[src/rtl/alu_req_sequencer_if.sv]
// ---------------------------------------------------------------------------
// alu_req_sequencer_if
// Bundles every handshake and bus signal around alu_req_sequencer:
//   req0_* / req1_* : two requesters (valid/ready handshake, op, a, b)
//   alu_*           : operand bus to and result bus from the shared ALU
//   rsp_*           : tagged result channel (valid/ready handshake)
//   busy            : sequencer status
// Modports:
//   slave  - the sequencer's view (takes requests, drives the ALU, returns results)
//   master - the environment's view (requesters, ALU and result consumer)
// ---------------------------------------------------------------------------
interface alu_req_sequencer_if #(
    parameter int W = 3
);
    logic         req0_valid;
    logic         req0_ready;
    logic [1:0]   req0_op;
    logic [W-1:0] req0_a;
    logic [W-1:0] req0_b;

    logic         req1_valid;
    logic         req1_ready;
    logic [1:0]   req1_op;
    logic [W-1:0] req1_a;
    logic [W-1:0] req1_b;

    logic [1:0]   alu_ins;
    logic [W-1:0] alu_a;
    logic [W-1:0] alu_b;
    logic [W-1:0] alu_s;
    logic         alu_ov;
    logic         alu_cout;

    logic         rsp_valid;
    logic         rsp_ready;
    logic         rsp_id;
    logic [W-1:0] rsp_s;
    logic         rsp_ov;
    logic         rsp_cout;

    logic         busy;

    modport slave (
        input  req0_valid, req0_op, req0_a, req0_b,
        output req0_ready,
        input  req1_valid, req1_op, req1_a, req1_b,
        output req1_ready,
        output alu_ins, alu_a, alu_b,
        input  alu_s, alu_ov, alu_cout,
        output rsp_valid, rsp_id, rsp_s, rsp_ov, rsp_cout,
        input  rsp_ready,
        output busy
    );

    modport master (
        output req0_valid, req0_op, req0_a, req0_b,
        input  req0_ready,
        output req1_valid, req1_op, req1_a, req1_b,
        input  req1_ready,
        input  alu_ins, alu_a, alu_b,
        output alu_s, alu_ov, alu_cout,
        input  rsp_valid, rsp_id, rsp_s, rsp_ov, rsp_cout,
        output rsp_ready,
        input  busy
    );
endinterface

[src/rtl/alu_req_sequencer.sv]
// ---------------------------------------------------------------------------
// alu_req_sequencer
// Shares one combinational ALU between two requesters. A round-robin grant
// picks one pending request, the operands are latched onto the ALU bus and
// held for SETTLE cycles, then S/OV/Cout are captured and returned tagged
// with the requester id. The op code is passed through, never interpreted.
//
// Parameters:
//   W      operand/result width (must match the interface W)
//   SETTLE cycles the ALU inputs are held before capture, 1..15
// Ports:
//   clk    rising-edge clock
//   rst_n  asynchronous active-low reset
//   bus    alu_req_sequencer_if.slave (requests, ALU bus, response, busy)
// ---------------------------------------------------------------------------
module alu_req_sequencer #(
    parameter int W      = 3,
    parameter int SETTLE = 1
) (
    input  logic                 clk,
    input  logic                 rst_n,
    alu_req_sequencer_if.slave   bus
);

    typedef enum logic [1:0] {
        ST_IDLE  = 2'd0,
        ST_DRIVE = 2'd1,
        ST_RESP  = 2'd2
    } state_t;

    localparam logic [3:0] SETTLE_CNT = 4'(SETTLE);

    state_t       state_reg, state_next;
    logic         prio_reg, prio_next;          // requester that wins the next tie
    logic [1:0]   alu_ins_reg, alu_ins_next;
    logic [W-1:0] alu_a_reg, alu_a_next;
    logic [W-1:0] alu_b_reg, alu_b_next;
    logic [3:0]   cnt_reg, cnt_next;
    logic         rsp_valid_reg, rsp_valid_next;
    logic         rsp_id_reg, rsp_id_next;
    logic [W-1:0] rsp_s_reg, rsp_s_next;
    logic         rsp_ov_reg, rsp_ov_next;
    logic         rsp_cout_reg, rsp_cout_next;

    // ---------------------------------------------------------------
    // Arbitration
    // ---------------------------------------------------------------
    logic [1:0]   req_valid;
    logic [1:0]   req_ready;
    logic         grant_valid;
    logic         winner;
    logic [1:0]   sel_op;
    logic [W-1:0] sel_a;
    logic [W-1:0] sel_b;

    assign req_valid   = {bus.req1_valid, bus.req0_valid};
    assign grant_valid = |req_valid;
    // A lone request wins outright; a tie goes to the priority pointer.
    assign winner      = (&req_valid) ? prio_reg : req_valid[1];

    assign sel_op = winner ? bus.req1_op : bus.req0_op;
    assign sel_a  = winner ? bus.req1_a  : bus.req0_a;
    assign sel_b  = winner ? bus.req1_b  : bus.req0_b;

    // Ready is offered only in IDLE and only to the grant winner. It is
    // also gated by rst_n so every output reads 0 while reset is held.
    genvar gi;
    generate
        for (gi = 0; gi < 2; gi++) begin : g_ready
            assign req_ready[gi] = rst_n && (state_reg == ST_IDLE) &&
                                   req_valid[gi] && (winner == 1'(gi));
        end
    endgenerate

    assign bus.req0_ready = req_ready[0];
    assign bus.req1_ready = req_ready[1];

    // ---------------------------------------------------------------
    // Next-state / datapath
    // ---------------------------------------------------------------
    always_comb begin
        state_next     = state_reg;
        prio_next      = prio_reg;
        alu_ins_next   = alu_ins_reg;
        alu_a_next     = alu_a_reg;
        alu_b_next     = alu_b_reg;
        cnt_next       = cnt_reg;
        rsp_valid_next = rsp_valid_reg;
        rsp_id_next    = rsp_id_reg;
        rsp_s_next     = rsp_s_reg;
        rsp_ov_next    = rsp_ov_reg;
        rsp_cout_next  = rsp_cout_reg;

        case (state_reg)
            ST_IDLE: begin
                if (grant_valid) begin
                    alu_ins_next = sel_op;
                    alu_a_next   = sel_a;
                    alu_b_next   = sel_b;
                    rsp_id_next  = winner;
                    cnt_next     = SETTLE_CNT;
                    prio_next    = ~winner;
                    state_next   = ST_DRIVE;
                end
            end

            ST_DRIVE: begin
                // cnt==0 cannot occur from a legal load; treating it like
                // cnt==1 guarantees the state always exits.
                if (cnt_reg <= 4'd1) begin
                    rsp_s_next     = bus.alu_s;
                    rsp_ov_next    = bus.alu_ov;
                    rsp_cout_next  = bus.alu_cout;
                    rsp_valid_next = 1'b1;
                    cnt_next       = 4'd0;
                    state_next     = ST_RESP;
                end else begin
                    cnt_next = cnt_reg - 4'd1;
                end
            end

            ST_RESP: begin
                if (bus.rsp_ready) begin
                    rsp_valid_next = 1'b0;
                    state_next     = ST_IDLE;
                end
            end

            default: begin
                rsp_valid_next = 1'b0;
                state_next     = ST_IDLE;
            end
        endcase
    end

    // ---------------------------------------------------------------
    // State registers
    // ---------------------------------------------------------------
    always_ff @(posedge clk or negedge rst_n) begin
        if (!rst_n) begin
            state_reg     <= ST_IDLE;
            prio_reg      <= 1'b0;
            alu_ins_reg   <= '0;
            alu_a_reg     <= '0;
            alu_b_reg     <= '0;
            cnt_reg       <= '0;
            rsp_valid_reg <= 1'b0;
            rsp_id_reg    <= 1'b0;
            rsp_s_reg     <= '0;
            rsp_ov_reg    <= 1'b0;
            rsp_cout_reg  <= 1'b0;
        end else begin
            state_reg     <= state_next;
            prio_reg      <= prio_next;
            alu_ins_reg   <= alu_ins_next;
            alu_a_reg     <= alu_a_next;
            alu_b_reg     <= alu_b_next;
            cnt_reg       <= cnt_next;
            rsp_valid_reg <= rsp_valid_next;
            rsp_id_reg    <= rsp_id_next;
            rsp_s_reg     <= rsp_s_next;
            rsp_ov_reg    <= rsp_ov_next;
            rsp_cout_reg  <= rsp_cout_next;
        end
    end

    // ---------------------------------------------------------------
    // Outputs
    // ---------------------------------------------------------------
    assign bus.alu_ins   = alu_ins_reg;
    assign bus.alu_a     = alu_a_reg;
    assign bus.alu_b     = alu_b_reg;
    assign bus.rsp_valid = rsp_valid_reg;
    assign bus.rsp_id    = rsp_id_reg;
    assign bus.rsp_s     = rsp_s_reg;
    assign bus.rsp_ov    = rsp_ov_reg;
    assign bus.rsp_cout  = rsp_cout_reg;
    assign bus.busy      = (state_reg != ST_IDLE);

endmodule

[src/flat_wrapper.sv]
// flat-port wrapper written by rule: the top's interface ports become plain ports
module alu_req_sequencer_flat 
#(
    parameter int W      = 3,
    parameter int SETTLE = 1
)
  (clk, rst_n, bus_req0_valid, bus_req0_op, bus_req0_a, bus_req0_b, bus_req0_ready, bus_req1_valid, bus_req1_op, bus_req1_a, bus_req1_b, bus_req1_ready, bus_alu_ins, bus_alu_a, bus_alu_b, bus_alu_s, bus_alu_ov, bus_alu_cout, bus_rsp_valid, bus_rsp_id, bus_rsp_s, bus_rsp_ov, bus_rsp_cout, bus_rsp_ready, bus_busy);
  alu_req_sequencer_if #(.W(W)) bus_i ();
  input  logic clk;
  input  logic rst_n;
  input wire logic [$bits(bus_i.req0_valid)-1:0] bus_req0_valid;
  input wire logic [$bits(bus_i.req0_op)-1:0] bus_req0_op;
  input wire logic [$bits(bus_i.req0_a)-1:0] bus_req0_a;
  input wire logic [$bits(bus_i.req0_b)-1:0] bus_req0_b;
  output wire logic [$bits(bus_i.req0_ready)-1:0] bus_req0_ready;
  input wire logic [$bits(bus_i.req1_valid)-1:0] bus_req1_valid;
  input wire logic [$bits(bus_i.req1_op)-1:0] bus_req1_op;
  input wire logic [$bits(bus_i.req1_a)-1:0] bus_req1_a;
  input wire logic [$bits(bus_i.req1_b)-1:0] bus_req1_b;
  output wire logic [$bits(bus_i.req1_ready)-1:0] bus_req1_ready;
  output wire logic [$bits(bus_i.alu_ins)-1:0] bus_alu_ins;
  output wire logic [$bits(bus_i.alu_a)-1:0] bus_alu_a;
  output wire logic [$bits(bus_i.alu_b)-1:0] bus_alu_b;
  input wire logic [$bits(bus_i.alu_s)-1:0] bus_alu_s;
  input wire logic [$bits(bus_i.alu_ov)-1:0] bus_alu_ov;
  input wire logic [$bits(bus_i.alu_cout)-1:0] bus_alu_cout;
  output wire logic [$bits(bus_i.rsp_valid)-1:0] bus_rsp_valid;
  output wire logic [$bits(bus_i.rsp_id)-1:0] bus_rsp_id;
  output wire logic [$bits(bus_i.rsp_s)-1:0] bus_rsp_s;
  output wire logic [$bits(bus_i.rsp_ov)-1:0] bus_rsp_ov;
  output wire logic [$bits(bus_i.rsp_cout)-1:0] bus_rsp_cout;
  input wire logic [$bits(bus_i.rsp_ready)-1:0] bus_rsp_ready;
  output wire logic [$bits(bus_i.busy)-1:0] bus_busy;
  assign bus_i.req0_valid = bus_req0_valid;
  assign bus_i.req0_op = bus_req0_op;
  assign bus_i.req0_a = bus_req0_a;
  assign bus_i.req0_b = bus_req0_b;
  assign bus_req0_ready = bus_i.req0_ready;
  assign bus_i.req1_valid = bus_req1_valid;
  assign bus_i.req1_op = bus_req1_op;
  assign bus_i.req1_a = bus_req1_a;
  assign bus_i.req1_b = bus_req1_b;
  assign bus_req1_ready = bus_i.req1_ready;
  assign bus_alu_ins = bus_i.alu_ins;
  assign bus_alu_a = bus_i.alu_a;
  assign bus_alu_b = bus_i.alu_b;
  assign bus_i.alu_s = bus_alu_s;
  assign bus_i.alu_ov = bus_alu_ov;
  assign bus_i.alu_cout = bus_alu_cout;
  assign bus_rsp_valid = bus_i.rsp_valid;
  assign bus_rsp_id = bus_i.rsp_id;
  assign bus_rsp_s = bus_i.rsp_s;
  assign bus_rsp_ov = bus_i.rsp_ov;
  assign bus_rsp_cout = bus_i.rsp_cout;
  assign bus_i.rsp_ready = bus_rsp_ready;
  assign bus_busy = bus_i.busy;
  alu_req_sequencer #(.W(W), .SETTLE(SETTLE)) u_core (.clk(clk), .rst_n(rst_n), .bus(bus_i));
endmodule
[config.mk]
export PLATFORM = sky130hd
export DESIGN_NAME = alu_req_sequencer_flat
export DESIGN_NICKNAME = d
export VERILOG_FILES = /design/src/rtl/alu_req_sequencer_if.sv /design/src/rtl/alu_req_sequencer.sv /design/src/flat_wrapper.sv
export SDC_FILE = /design/constraint.sdc
export NUM_CORES = 1
export LEC_CHECK = 0
export CAP_MARGIN = 20
export CORE_ASPECT_RATIO = 0.9
export CORE_MARGIN = 2
export CORE_UTILIZATION = 37
export CTS_CLUSTER_DIAMETER = 30
export DETAILED_ROUTE_END_ITERATION = 12
export HOLD_SLACK_MARGIN = 0.03
export PLACE_DENSITY = 0.84
export SLEW_MARGIN = 0
export SYNTH_ARGS = -nofsm -noshare
export SYNTH_HDL_FRONTEND = slang
export SYNTH_SLANG_ARGS = --single-unit
[constraint.sdc]
create_clock -name clk -period 1.56 [get_ports clk]
set_input_delay 0.312 -clock clk [delete_from_list [all_inputs] [get_ports clk]]
set_output_delay 0.312 -clock clk [all_outputs]
set_load 0.02 [all_outputs]
==> key figures <==
Final layout
  • Ant diodes: 0
  • Share of layout cells above drive strength 1: 26.2%
  • Max FFs per register: 4
  • Area added between synthesis and finish: 65.8%
  • Fin nets: 194

Pwr
  • Total Power: 3.46 mW
  • Pwr/cell area: 2010 nW/µm²
  • Peak supply drop: 0.000778 V
  • Static Leak: 0.848 nW

Drt
  • Drt pass-1 iters: 4
  • Vias: 1017
  • Final wirelength: 3.02 mm
  • Vias per std cell: 5.24
  • WL met2: 1.60 mm
  • WL per Instance: 15.6 µm
  • # DRC: 0
  • Antenna Violating Nets Remaining: 0
  • DRT met1 WL: 1.21 mm
  • Detailed Route Iter0 Violations: 26
  • Top layer in use: met4
  • Met3 Routed Length: 147 µm

Timing
  • Pin slew with the least headroom to its limit: 509 ps
  • Final setup fails: 8
  • Fmax: 0.631 GHz
  • Post-layout min period: 1580 ps
  • Slew Viols, Final: 0
  • Unrepaired setup endpoints after global routing: yes
  • Hold_ws: 368 ps
  • Headroom to the max-slew limit: 65.8%
  • Clock Skews: 7.45 ps
  • PnR worst setup slack: -23.8 ps
  • Final Hold Vio Count: 0
  • Tcrit/Tclk final: 102%

Floorplanning
  • Core Area: 2700 µm²
  • Top-Level Pins: 44
  • DIE AREA: 3240 µm²
  • Starting Density: 38.3%
  • Die H: 54.2 µm
  • Die width: 59.8 µm
  • Row Count: 18

Logic synthesis
  • Simple-gate portion of the synthesized area: 11.2%
  • Compound-Gate Fraction of Synth Area: 19.4%
  • Synth Area in XOR/XNOR: 0%
  • Mux contribution to synthesized area: 5.43%
  • Synth warn: 0
  • Largest family of logic cells by synthesized area: compound AO/OA/AOI/OAI gates
  • Post-synthesis cell type count: 24
  • Sequential cell area fraction in the yosys report: 53.1%
  • Seq cells post-synth: 22
  • Adder-cell area share of the yosys netlist: 2.42%
  • Cell Area, Synth: 1040 µm²
  • Mean Syn Cell Area: 10.3 µm²
  • Cells after Synth: 101
  • Post-Syn Nets: 129

Critical path
  • Critical path arrival: 1270 ps
  • Setup CP Type: reg -> out
  • Reg-to-reg endpoint: u_core.bus.rsp_cout
  • Maximum fanout along the worst path: 3
  • Reg2Reg Setup Slack: -10 ps
  • CP Data Required Time: 1250 ps
  • Setup crit start kind: register
  • Worst reg-to-reg path cell count: 6
  • R2r startpoint: u_core.cnt_reg[1]
  • Crit path capture type: output port

Placed design
  • PortBufs: 43
  • RePlAce Congestion: 0.910
  • Final HPWL DP: 1.91 mm
  • Dpl ws: -463 ps

Global routing
  • Gr usage total: 17.5%
  • Number of global-route vias before repair: 1013
  • GRT overflow: 0
  • First-pass GRT wire length: 4.22 mm
  • Largest net degree at the start of global routing: 23
  • Antenna violations before repair: 0

CTS
  • H-tree Lvls: 1
  • TritonCTS clock tree: yes
  • Num CTS Buffers: 3
  • Clk root buf: clkbuf_4
  • Cts hold-fix bufs: 0
  • Worst skew pair latency: 310 ps
  • Num Clock Sinks: 22
  • Clock-pin slew on the worst setup and hold paths: 120 ps
  • Clock Tree Buf Depth: 2

Run status
  • Status: complete, but fails checks
  • Failing checks: negative setup slack

Run
  • Max-cap violation count: 0

Min path
  • Hold crit path type: in -> async
where the power goes:
group	switching (mW)	internal, mW
Clock	0.171	0.0904
Combinational	1.08	1.08
Sequential	0.186	0.852
Total	1.44	2.03
Yosys cell counts:
| library cell | n | share of area (%) |
|---|---|---|
| dfrtp_1 | 22 | 53 |
| inv_1 | 21 | 7.6 |
| o21ai_0 | 14 | 6.8 |
| o221ai_1 | 8 | 6.8 |
| nor2_1 | 7 | 2.5 |
| mux2_2 | 5 | 5.4 |
| nand2_1 | 3 | 1.1 |
| a21o_1 | 2 | 1.4 |
| clkbuf_1 | 2 | 0.72 |
| ha_1 | 2 | 2.4 |
| nand3_1 | 2 | 0.97 |
| a211oi_1 | 1 | 0.72 |
| a21oi_1 | 1 | 0.48 |
| nand2b_1 | 1 | 0.60 |
| nand2b_4 | 1 | 1.3 |
| nand3b_1 | 1 | 0.72 |
| nand4b_1 | 1 | 0.85 |
| nor2b_1 | 1 | 0.60 |
| nor3_1 | 1 | 0.48 |
| nor4_4 | 1 | 2.1 |
| o2bb2ai_1 | 1 | 0.85 |
| o31ai_1 | 1 | 0.72 |
| o32ai_1 | 1 | 0.85 |
| o41ai_1 | 1 | 0.85 |
per-stage QoR:
| step | TNS, ps | area [µm²] | util, % | cells |
|---|---|---|---|---|
| 4_1_cts | -32.6 | 1580 | 58.6 | 187 |
| 3_3_place_gp | -837 | 1560 | 57.9 | 181 |
| 3_5_place_dp | -937 | 1560 | 57.9 | 181 |
| 6_report | -64.1 | 1720 | 63.6 | 194 |
| 2_1_floorplan | 0 | 1040 | - | 101 |
| 5_1_grt | -531 | 1720 | 63.6 | 194 |
repair_timing:
| action | in CTS | in global routing |
|---|---|---|
| endpoints found under the setup margin | 23 | 13 |
| gates resized for setup | 30 | 22 |
| setup buffers | 3 | 7 |
| hold endpoints to repair | 0 | 0 |
| pin swaps | 1 | 6 |
metal layers:
layer	vias to the layer above	track usage [%]
met2	43	30.6
met1	491	20.0
li1	475	-
met4	0	8.52
met5	-	0
met3	8	4.09
cells by family (layout without fill, tap and decap cells):
family / count (synthesis) / after routing
buffers and inverters: 23 / 86
and+or+nand+nor: 19 / 19
DFF: 22 / 22
muxes: 5 / 5
adders and majority gates: 2 / 2
AOI/OAI and AO/OA: 30 / 30
worst max-delay path by stage:
stage	cells after the start	slack (ps)	from	end
finish	5	-20	u_core.state_reg[1]	bus_busy
global route	4	-100	u_core.state_reg[1]	bus_req0_ready
CTS	4	-30	u_core.state_reg[0]	bus_req1_ready
detailed placement	5	-460	bus_req0_valid	bus_req1_ready
global placement	5	-410	bus_req0_valid	bus_req1_ready
floorplan	5	40	u_core.cnt_reg[0]	u_core.bus.rsp_cout
layout make-up:
type                       instances  area [µm²]
clock buffer                       3        22.5
fill                             196         985
inverter                          21        78.8
multi-input combinational         56         473
sequential                        22         552
tap                               30        37.5
timing repair buffer              62         554
placed cells by master, fill, tap and decap left out, types with 2 or more instances in the layout:
cell type	instances
clkdlybuf4s50_1	24
dfrtp_1	21
inv_1	19
buf_4	19
dlygate4sd2_1	15
o21ai_0	14
o221ai_1	8
mux2_4	5
nand2_1	3
nor2_1	3
clkbuf_4	3
inv_2	2
nor2_4	2
nor2_2	2
a21o_1	2
ha_4	2
buf_6	2
critical path, stage by stage (launching register included):
cell and delay (ps):
dfrtp_1 420, nor2_4 140, buf_4 120, buf_4 90
inv_1 40, buf_2 150
(Power assumes the default switching activity.)
